**src/rtl/uart8.sv**
```systemverilog
// uart8 - full-duplex 8N1 UART.
//
// A 16x-oversampling receiver and a 1x-baud transmitter share one system
// clock. Each side derives its tick from an integer divider of CLOCK_RATE.
//
// Optional build macro:
//   UART8_MAJORITY_VOTE_EN - when defined, each received bit (start, data
//   and stop) is the 2-of-3 majority of oversamples 7, 8 and 9. When it is
//   undefined, each bit is the single oversample 8.
//
// Ports:
//   clk      in   system clock, rising edge
//   reset    in   asynchronous active-low reset
//   rxEn     in   receiver enable; low forces the receiver back to idle
//   rxIn     in   serial input, idle high
//   rxBusy   out  high while a frame is being received
//   rxDone   out  one-clk pulse when a frame ends with a valid stop bit
//   rxErr    out  framing error flag, held until the next start edge
//   rxOut    out  last good received byte
//   txEn     in   transmitter enable; low aborts to idle with txOut high
//   txStart  in   send request, accepted when txEn=1 and txBusy=0
//   txIn     in   byte to send, latched on an accepted txStart
//   txOut    out  serial output, idle high
//   txBusy   out  high from an accepted txStart to the end of the stop bit
//   txDone   out  one-clk pulse on the last clk of the stop bit
`timescale 1ns/1ps
module uart8 #(
  parameter int CLOCK_RATE = 12000000,
  parameter int BAUD_RATE  = 9600
) (
  input  logic       clk,
  input  logic       reset,
  input  logic       rxEn,
  input  logic       rxIn,
  output logic       rxBusy,
  output logic       rxDone,
  output logic       rxErr,
  output logic [7:0] rxOut,
  input  logic       txEn,
  input  logic       txStart,
  input  logic [7:0] txIn,
  output logic       txOut,
  output logic       txBusy,
  output logic       txDone
);

  localparam int RX_DIV   = CLOCK_RATE / (BAUD_RATE * 16);
  localparam int TX_DIV   = CLOCK_RATE / BAUD_RATE;
  localparam int RX_DIV_W = (RX_DIV > 1) ? $clog2(RX_DIV) : 1;
  localparam int TX_DIV_W = (TX_DIV > 1) ? $clog2(TX_DIV) : 1;

  typedef enum logic [1:0] {RX_IDLE, RX_START, RX_DATA, RX_STOP} rxState_t;
  typedef enum logic [1:0] {TX_IDLE, TX_START, TX_DATA, TX_STOP} txState_t;

  // ---------------------------------------------------------------- receiver
  logic                rxSync_p0, rxSync_p1, rxPrev;
  logic                rxS, rxFall, rxTick, rxDecide, rxBitVal, rxDivClr;
  logic [RX_DIV_W-1:0] rxDivCnt;
  logic [3:0]          rxSampleCnt, rxSampleNext;
  logic [4:0]          sampleIdx;
  logic [2:0]          rxBitCnt, rxBitNext;
  logic [7:0]          rxShift, rxShiftNext, rxOutNext;
  logic                rxErrNext, rxDoneNext;
  rxState_t            rxState, rxStateNext;

  assign rxS       = rxSync_p1;
  assign rxFall    = rxPrev & ~rxS;
  assign rxTick    = (rxDivCnt == RX_DIV_W'(RX_DIV - 1));
  // Oversample number (1..16) that the current tick completes within the bit.
  assign sampleIdx = {1'b0, rxSampleCnt} + 5'd1;
  assign rxBusy    = (rxState != RX_IDLE);

`ifdef UART8_MAJORITY_VOTE_EN
  function automatic logic majority3(input logic a, input logic b, input logic c);
    return (a & b) | (a & c) | (b & c);
  endfunction

  logic rxV7, rxV8;

  always_ff @(posedge clk) begin
    if (rxTick && sampleIdx == 5'd7) rxV7 <= rxS;
    if (rxTick && sampleIdx == 5'd8) rxV8 <= rxS;
  end

  assign rxDecide = rxTick && (sampleIdx == 5'd9);
  assign rxBitVal = majority3(rxV7, rxV8, rxS);
`else
  assign rxDecide = rxTick && (sampleIdx == 5'd8);
  assign rxBitVal = rxS;
`endif

  always_comb begin
    rxStateNext  = rxState;
    rxSampleNext = rxSampleCnt;
    rxBitNext    = rxBitCnt;
    rxShiftNext  = rxShift;
    rxOutNext    = rxOut;
    rxErrNext    = rxErr;
    rxDoneNext   = 1'b0;
    rxDivClr     = 1'b0;
    // The sample counter wraps 15 -> 0 at each bit boundary; the divider
    // was cleared on the start edge, so boundaries stay bit-aligned and
    // sample 8 of every bit lands mid-bit.
    if (rxState != RX_IDLE && rxTick) rxSampleNext = rxSampleCnt + 4'd1;
    if (!rxEn) begin
      rxStateNext = RX_IDLE;
    end else begin
      unique case (rxState)
        RX_IDLE: begin
          if (rxFall) begin
            rxDivClr     = 1'b1;
            rxSampleNext = '0;
            rxErrNext    = 1'b0;
            rxStateNext  = RX_START;
          end
        end
        RX_START: begin
          if (rxDecide && rxBitVal) rxStateNext = RX_IDLE;  // glitch
          else if (rxTick && sampleIdx == 5'd16) begin
            rxBitNext   = '0;
            rxStateNext = RX_DATA;
          end
        end
        RX_DATA: begin
          if (rxDecide) rxShiftNext = {rxBitVal, rxShift[7:1]};
          if (rxTick && sampleIdx == 5'd16) begin
            if (rxBitCnt == 3'd7) rxStateNext = RX_STOP;
            else rxBitNext = rxBitCnt + 3'd1;
          end
        end
        RX_STOP: begin
          if (rxDecide) begin
            if (rxBitVal) begin
              rxOutNext  = rxShift;
              rxDoneNext = 1'b1;
            end else begin
              rxErrNext = 1'b1;
            end
            rxStateNext = RX_IDLE;
          end
        end
      endcase
    end
  end

  always_ff @(posedge clk or negedge reset) begin
    if (!reset) begin
      rxSync_p0   <= 1'b1;
      rxSync_p1   <= 1'b1;
      rxPrev      <= 1'b1;
      rxState     <= RX_IDLE;
      rxDivCnt    <= '0;
      rxSampleCnt <= '0;
      rxBitCnt    <= '0;
      rxOut       <= '0;
      rxErr       <= 1'b0;
      rxDone      <= 1'b0;
    end else begin
      rxSync_p0   <= rxIn;
      rxSync_p1   <= rxSync_p0;
      rxPrev      <= rxSync_p1;
      rxState     <= rxStateNext;
      rxDivCnt    <= (rxDivClr || rxTick) ? '0 : rxDivCnt + RX_DIV_W'(1);
      rxSampleCnt <= rxSampleNext;
      rxBitCnt    <= rxBitNext;
      rxOut       <= rxOutNext;
      rxErr       <= rxErrNext;
      rxDone      <= rxDoneNext;
    end
  end

  always_ff @(posedge clk) rxShift <= rxShiftNext;

  // ------------------------------------------------------------- transmitter
  logic                txTick, txDivClr, txOutNext;
  logic [TX_DIV_W-1:0] txDivCnt;
  logic [2:0]          txBitCnt, txBitNext;
  logic [7:0]          txShift, txShiftNext;
  txState_t            txState, txStateNext;

  assign txTick = (txDivCnt == TX_DIV_W'(TX_DIV - 1));
  assign txBusy = (txState != TX_IDLE);
  assign txDone = txEn && (txState == TX_STOP) && txTick;

  always_comb begin
    txStateNext = txState;
    txShiftNext = txShift;
    txBitNext   = txBitCnt;
    txOutNext   = txOut;
    txDivClr    = 1'b0;
    if (!txEn) begin
      txStateNext = TX_IDLE;
      txOutNext   = 1'b1;
    end else begin
      unique case (txState)
        TX_IDLE: begin
          txOutNext = 1'b1;
          if (txStart) begin
            txShiftNext = txIn;
            txDivClr    = 1'b1;
            txOutNext   = 1'b0;
            txStateNext = TX_START;
          end
        end
        TX_START: begin
          if (txTick) begin
            txOutNext   = txShift[0];
            txShiftNext = txShift >> 1;
            txBitNext   = '0;
            txStateNext = TX_DATA;
          end
        end
        TX_DATA: begin
          if (txTick) begin
            if (txBitCnt == 3'd7) begin
              txOutNext   = 1'b1;
              txStateNext = TX_STOP;
            end else begin
              txOutNext   = txShift[0];
              txShiftNext = txShift >> 1;
              txBitNext   = txBitCnt + 3'd1;
            end
          end
        end
        TX_STOP: begin
          if (txTick) txStateNext = TX_IDLE;
        end
      endcase
    end
  end

  always_ff @(posedge clk or negedge reset) begin
    if (!reset) begin
      txState  <= TX_IDLE;
      txDivCnt <= '0;
      txBitCnt <= '0;
      txOut    <= 1'b1;
    end else begin
      txState  <= txStateNext;
      txDivCnt <= (txDivClr || txTick) ? '0 : txDivCnt + TX_DIV_W'(1);
      txBitCnt <= txBitNext;
      txOut    <= txOutNext;
    end
  end

  always_ff @(posedge clk) txShift <= txShiftNext;

endmodule

```
**config.mk**
```make
export PLATFORM = sky130hd
export DESIGN_NAME = uart8
export DESIGN_NICKNAME = d
export VERILOG_FILES = /design/src/rtl/uart8.sv
export SDC_FILE = /design/constraint.sdc
export NUM_CORES = 1
export LEC_CHECK = 0
export CORE_MARGIN = 2
export CORE_UTILIZATION = 57
export DETAILED_ROUTE_END_ITERATION = 7
export GPL_ROUTABILITY_DRIVEN = 1
export GPL_TIMING_DRIVEN = 0
export HOLD_SLACK_MARGIN = 0.06
export PLACE_DENSITY_LB_ADDON = 0.25
export SYNTH_ARGS = -nofsm -noshare
export SYNTH_HDL_FRONTEND = slang
export SYNTH_SLANG_ARGS = --single-unit
export TNS_END_PERCENT = 5
```
**constraint.sdc**
```tcl
create_clock -name clk -period 2.4 [get_ports clk]
set_input_delay 0.48 -clock clk [delete_from_list [all_inputs] [get_ports clk]]
set_output_delay 0.48 -clock clk [all_outputs]
set_load 0.02 [all_outputs]
```
==> results of run 1 <==
-- power by group through the flow --
stage / Clock (mW) / Sequential (mW) / Combinational [mW]
after floorplan: 0 / 1.39 / 0.578
after detailed placement: 0 / 1.41 / 0.769
final: 0.867 / 1.39 / 0.769
after CTS: 0.895 / 1.39 / 0.782
after global placement: 0 / 1.40 / 0.737
after global routing: 0.942 / 1.41 / 0.860
-- worst reg2reg max path, stage by stage, from the launching register on --
cell	delay, ns
dfrtp_1	0.41
inv_1	0.07
ha_1	0.13
nand4bb_1	0.27
nor4_1	0.47
and2_1	0.41
-- sequential cells by signal (all words and copies together), names as in the netlist --
signal       flops
rxBitCnt         3
txShift          8
rxSampleCnt      4
rxState          2
txBitCnt         3
rxErr            1
txState          2
rxDone           1
txDivCnt        11
rxOut            8
rxBitVal         1
rxPrev           1
rxDivCnt         7
txOut            1
rxSync_p0        1
rxShift          8
-- through the flow --
stage	utilization, %	cell area [sq um]	total power, mW
finish	69.6	3510	3.03
global route	69.6	3510	3.22
CTS	69.7	3510	3.07
detailed placement	65.8	3320	2.18
global placement	65.5	3300	2.14
floorplan	-	2960	1.97
-- cell type report --
type | instances | area, sq um | area share [%]
buffer | 3 | 12.5 | 0.357
multi-input combinational | 171 | 1260 | 36.0
timing repair buffer | 28 | 280 | 7.99
clock inverter | 4 | 47.5 | 1.36
tap | 70 | 87.6 | 2.50
inverter | 12 | 45.0 | 1.28
clock buffer | 12 | 135 | 3.85
sequential | 62 | 1640 | 46.7
-- cell usage in the layout, fill, tap and decap left out, drive strengths merged, types with 2 or more instances in the layout --
cell            n
dfrtp          42
nand4           7
buf             4
inv            12
clkbuf         14
nor2b           3
a21oi           2
nand4b          2
nor4            2
and4            3
nand2          23
and2            3
nand3           9
edfxtp         16
a221oi          2
clkdlybuf4s50  24
nor3            3
dfstp           4
nor2           29
xor2            9
o31ai           3
nand2b          3
mux2i           5
ha             14
a21o            2
a22o            2
o21ai           6
xnor2           6
mux2           18
clkinv          2
-- kinds of logic (layout without fill, tap and decap cells) --
kind of cell / after synthesis / after routing / share of synthesized area, %
buffers and inverters: 16 / 59 / 2.07
multiplexers: 23 / 23 / 8.80
AND/OR/NAND/NOR: 94 / 94 / 17.4
adder cells (fa/ha/maj): 14 / 14 / 5.92
XOR/XNOR: 15 / 15 / 4.44
flip-flops: 62 / 62 / 55.4
AO/OA/AOI/OAI: 25 / 25 / 6.05
-- how the worst max path moves through the flow --
| stage | from | end | cells after the start |
|---|---|---|---|
| floorplan | txState[0] | txShift[0] | 7 |
| global placement | reset | rxOut[4] | 1 |
| detailed placement | txState[0] | txShift[5] | 7 |
| CTS | txDivCnt[1] | txDone | 6 |
| global route | txState[0] | txBusy | 4 |
| finish | txState[0] | txBusy | 4 |
-- per-layer routing --
metal / share of wire (%) / vias up / global-route usage (%)
li1: - / 963 / -
met1: 45 / 959 / 26.2
met2: 49 / 40 / 31.5
met3: 3.6 / 12 / 4.15
met4: 2.3 / 0 / 10.5
met5: 0 / - / 0
-- repair_timing --
| action | CTS | global route |
|---|---|---|
| hold buffers | 1 | 0 |
| endpoints found under the hold margin | 11 | 0 |
| endpoints found under the setup margin | 9 | 9 |
| resized for setup | 2 | 2 |
| cloned | 0 | 0 |
==> flow_summary.json, run 1 <==
{
  "slew_viol_final": 0,
  "p_sw_share_pct": 30.0,
  "yosys-top-cells-count": "dfrtp_1 (42), nor2_1 (28), nand2_1 (23), edfxtp_1 (16), mux2_2 (16)",
  "slew_headroom_pct": 64.7,
  "cts_max_level": 3,
  "drc": 0,
  "antenna_cells": 0,
  "crit_arrival_ns": 1.81,
  "clock-skew-final_ns": 0.00825,
  "min_path_type": "flop to flop",
  "synth-async-reset-ratio_pct": 74.2,
  "rsz0062_at_grt": "false",
  "cts_setup_buffers": 0,
  "areaGrowthSynthToFinish_pct": 18.6,
  "critPathBufInv": 3,
  "fmax_mhz": 436,
  "grt_pass1_vias": 1969,
  "hold_viol": 0,
  "r2r_cells": 5,
  "max_cap_viol_count": 0,
  "yosysMostFrequentCell": "dfrtp_1",
  "min_to": "rxBitVal",
  "fp.coreArea_sq_um": 5040,
  "rows": 26,
  "critPathLaunchType": "flop",
  "path_clk_slew_ns": 0.06,
  "grt_first_pass_wirelength_mm": 9.10,
  "cp_top_family": "buffers and inverters",
  "grt_max_degree": 36,
  "yosysSeqAreaShare_pct": 55.4,
  "tightest_slew_ns": 0.526,
  "cts_buffers": 9,
  "cp_cell_sequence": "inv_1 -> ha_1 -> inv_1 -> clkdlybuf4s50_1",
  "cpMostUsedCell": "inv_1",
  "cp-end-kind": "output pin",
  "power.density_nw_per_um2": 863,
  "slowest_stage": "clkdlybuf4s50_1",
  "yosysUniqueCellTypes": 50,
  "synth.top_cell.area_share_pct": 35.5,
  "synth_flop_cell": "dfrtp_1",
  "die_h_microns": 76.0,
  "final_cells": 362,
  "report.final.setup_viol": 0,
  "outcome": "complete, no violations",
  "required_ns": 1.92,
  "fin_crit_sh_pct": 95.5,
  "die_w_microns": 76.0,
  "cts.path.max_buffers": 2,
  "viasPerCell": 5.45,
  "drtIter0Drc": 91,
  "whs_ns": 0.357,
  "wl_per_cell_microns": 14.1,
  "r2r-end": "rxShift[2]",
  "power.internal_mw": 2.12,
  "yosys_warnings": 0,
  "firstDrtPassIters": 4,
  "ys_ff_latch": 62,
  "fin_nets": 315,
  "dp_slack_ns": -0.151,
  "worstHoldPathCells": 0,
  "io_buffers": 26,
  "place_inst": 346,
  "yosys.area.top_type": "dfrtp_1",
  "io_pins": 28,
  "layout-drive-gt1-share_pct": 16.1,
  "setup_slack_ns": 0.107,
  "cts_sinks": 62,
  "r2r_slack_ns": 0.29,
  "grtUsageTotal_pct": 20.0,
  "clk-insertion-delay-late_ns": 0.34,
  "fin_crit_ns": 2.29,
  "hpwl_mm": 3.55,
  "ant_nets": 0,
  "start_util_pct": 58.6,
  "power.share.combinational_pct": 25.4,
  "synth_edf_count": 16,
  "worstSetupPathType": "flop to output pin",
  "syn_inst": 249,
  "clock_power_share_pct": 28.6,
  "wirelength_mm": 5.09,
  "synth_nets": 277,
  "dr_total_vias": 1974,
  "syn_avg_cell_area_sq_um": 11.9,
  "power_switching_uw": 910,
  "antenna_found_initial": 0,
  "fillers": 391,
  "power_frac_seq_pct": 46.0,
  "clockRootBuffer": "clkbuf_8",
  "cts_tree": "yes",
  "yosys-top-cells-area": "dfrtp_1 (36%), edfxtp_1 (16%), mux2_2 (6.1%)",
  "setup_tns_ns": 0,
  "cellLeakagePower_nw": 1.53,
  "ir_worst_vdd_uv": 720,
  "min-delay-start": "rxSync_p0",
  "regToRegStartpoint": "rxDivCnt[1]",
  "critical_path.max_stage_delay_ns": 0.61,
  "gp_congestion": 0.833,
  "dieArea_sq_um": 5780,
  "cp_max_fo": 4,
  "grt_remaining_overflow": 0,
  "syn-cell-area_sq_um": 2960
}
(Power assumes the default switching activity.)
==> run 2: changes to the inputs <==
- CORE_UTILIZATION: 57 -> 63
- DONT_BUFFER_PORTS: default -> 1
- SLEW_MARGIN: default -> 20
==> flow_summary.json, run 2 (same netlist as run 1, synthesis figures left out) <==
{
  "outcome": "complete, no violations",
  "areaGrowthSynthToFinish_pct": 9.73,
  "gp_congestion": 0.877,
  "final_cells": 319,
  "grt_first_pass_wirelength_mm": 8.35,
  "setup_tns_ns": 0,
  "antenna_found_initial": 0,
  "die_w_microns": 72.5,
  "r2r_cells": 7,
  "drtIter0Drc": 84,
  "cp-end-kind": "output pin",
  "place_inst": 301,
  "max_cap_viol_count": 0,
  "io_buffers": 0,
  "slew_viol_final": 0,
  "rows": 24,
  "clk-insertion-delay-late_ns": 0.34,
  "stdcell_area_sq_um": 3240,
  "hold_viol": 0,
  "cts_sinks": 62,
  "layout_commonest_cell": "dfrtp_1",
  "dr_total_vias": 1835,
  "regToRegStartpoint": "txState[0]",
  "grt_remaining_overflow": 0,
  "clock-skew-final_ns": 0.00992,
  "tightest_slew_ns": 0.496,
  "post_dp_cell_area_sq_um": 3020,
  "die_h_microns": 72.5,
  "fmax_mhz": 445,
  "crit_arrival_ns": 1.77,
  "grt_max_degree": 47,
  "wl_per_cell_microns": 15.3,
  "min-delay-start": "rxIn",
  "ir_worst_vdd_uv": 613,
  "firstDrtPassIters": 4,
  "whs_ns": 0.143,
  "use_met3_pct": 8.06,
  "antenna_cells": 0,
  "io_pins": 28,
  "cts.path.max_buffers": 2,
  "viasPerCell": 5.75,
  "hpwl_mm": 3.37,
  "grtUsageTotal_pct": 21.4,
  "slew_headroom_pct": 66.7,
  "critPathLaunchType": "flop",
  "r2r_slack_ns": 0.19,
  "largest_register_ffs": 11,
  "fin_nets": 290,
  "power.density_nw_per_um2": 911,
  "worstHoldPathCells": 0,
  "layout-drive-gt1-share_pct": 17.2,
  "drc": 0,
  "ant_nets": 0,
  "fin_crit_sh_pct": 93.7,
  "crit_start": "txDivCnt[1]",
  "clockRootBuffer": "clkbuf_8",
  "min_to": "rxSync_p0",
  "start_util_pct": 66.5,
  "regMostFlops": "txDivCnt",
  "use_met1_pct": 25.4,
  "path_clk_slew_ns": 0.06,
  "critPathBufInv": 1,
  "report.final.setup_viol": 0,
  "cp_top_family": "simple AND/OR/NAND/NOR gates",
  "cp_cell_sequence": "inv_1 -> ha_1 -> and4bb_2 -> nand4_2 -> nor2_1",
  "fin_crit_ns": 2.25,
  "grt-busiest-layer": "met2",
  "met2_usage_pct": 35.4,
  "fillers": 302,
  "rsz0062_at_grt": "false",
  "worstSetupPathDepth": 5,
  "wirelength_mm": 4.88,
  "final_cell_mix": "dfrtp_1 (42), nor2_1 (28), nand2_1 (23)",
  "slowest_stage": "dfrtp_1",
  "r2r-end": "txShift[6]",
  "required_ns": 1.92,
  "fp.coreArea_sq_um": 4440,
  "cellLeakagePower_nw": 1.44,
  "worstSetupPathType": "flop to output pin",
  "dieArea_sq_um": 5260,
  "cts_buffers": 9,
  "grt_pass1_vias": 1880,
  "cts_setup_buffers": 0,
  "cts_tree": "yes",
  "final_util_pct": 73.0,
  "cts_max_level": 3,
  "critical_path.max_stage_delay_ns": 0.40,
  "cp_max_fo": 5,
  "min_path_type": "primary input to flop"
}
run 2: report_power, final:
group	internal, mW	switching [mW]
Sequential	1.26	0.136
Clock	0.473	0.381
Combinational	0.333	0.368
Total	2.07	0.885
run 2: worst max path at each step:
| stage | endpoint | slack, ns |
|---|---|---|
| after CTS | txDone | 0.12 |
| after detailed placement | txShift[3] | -0.05 |
| after global placement | txShift[4] | -0.05 |
| after global routing | txShift[3] | 0.03 |
| final | txDone | 0.15 |
| after floorplan | txShift[0] | 0.25 |
run 2: repair_timing:
item,in CTS,in global routing
hold buffers,2,0
gates resized for setup,1,0
endpoints found under the hold margin,46,0
endpoints found under the setup margin,8,0
run 2: final cells by class:
cell class	count	area, sq um	area share (%)
Sequential cell	62	1640	50.4
Buffer	4	16.3	0.501
Inverter	12	45.0	1.39
Timing Repair Buffer	2	37.5	1.16
Clock buffer	11	131	4.05
Tap cell	52	65.1	2.01
Clock inverter	5	50.0	1.54
Multi-Input combinational cell	171	1260	38.9
run 2: layer usage:
| layer | vias to the layer above | part of all wire, % |
|---|---|---|
| met5 | - | 0 |
| met3 | 2 | 4.7 |
| met4 | 0 | 0.51 |
| li1 | 910 | - |
| met1 | 888 | 45 |
| met2 | 35 | 50 |
run 2: metrics by stage:
step	total power, mW	worst slack [ns]
floorplan	1.97	0.250
finish	2.95	0.152
global route	3.13	0.0260
CTS	2.99	0.118
global placement	2.07	-0.0508
detailed placement	2.10	-0.0527
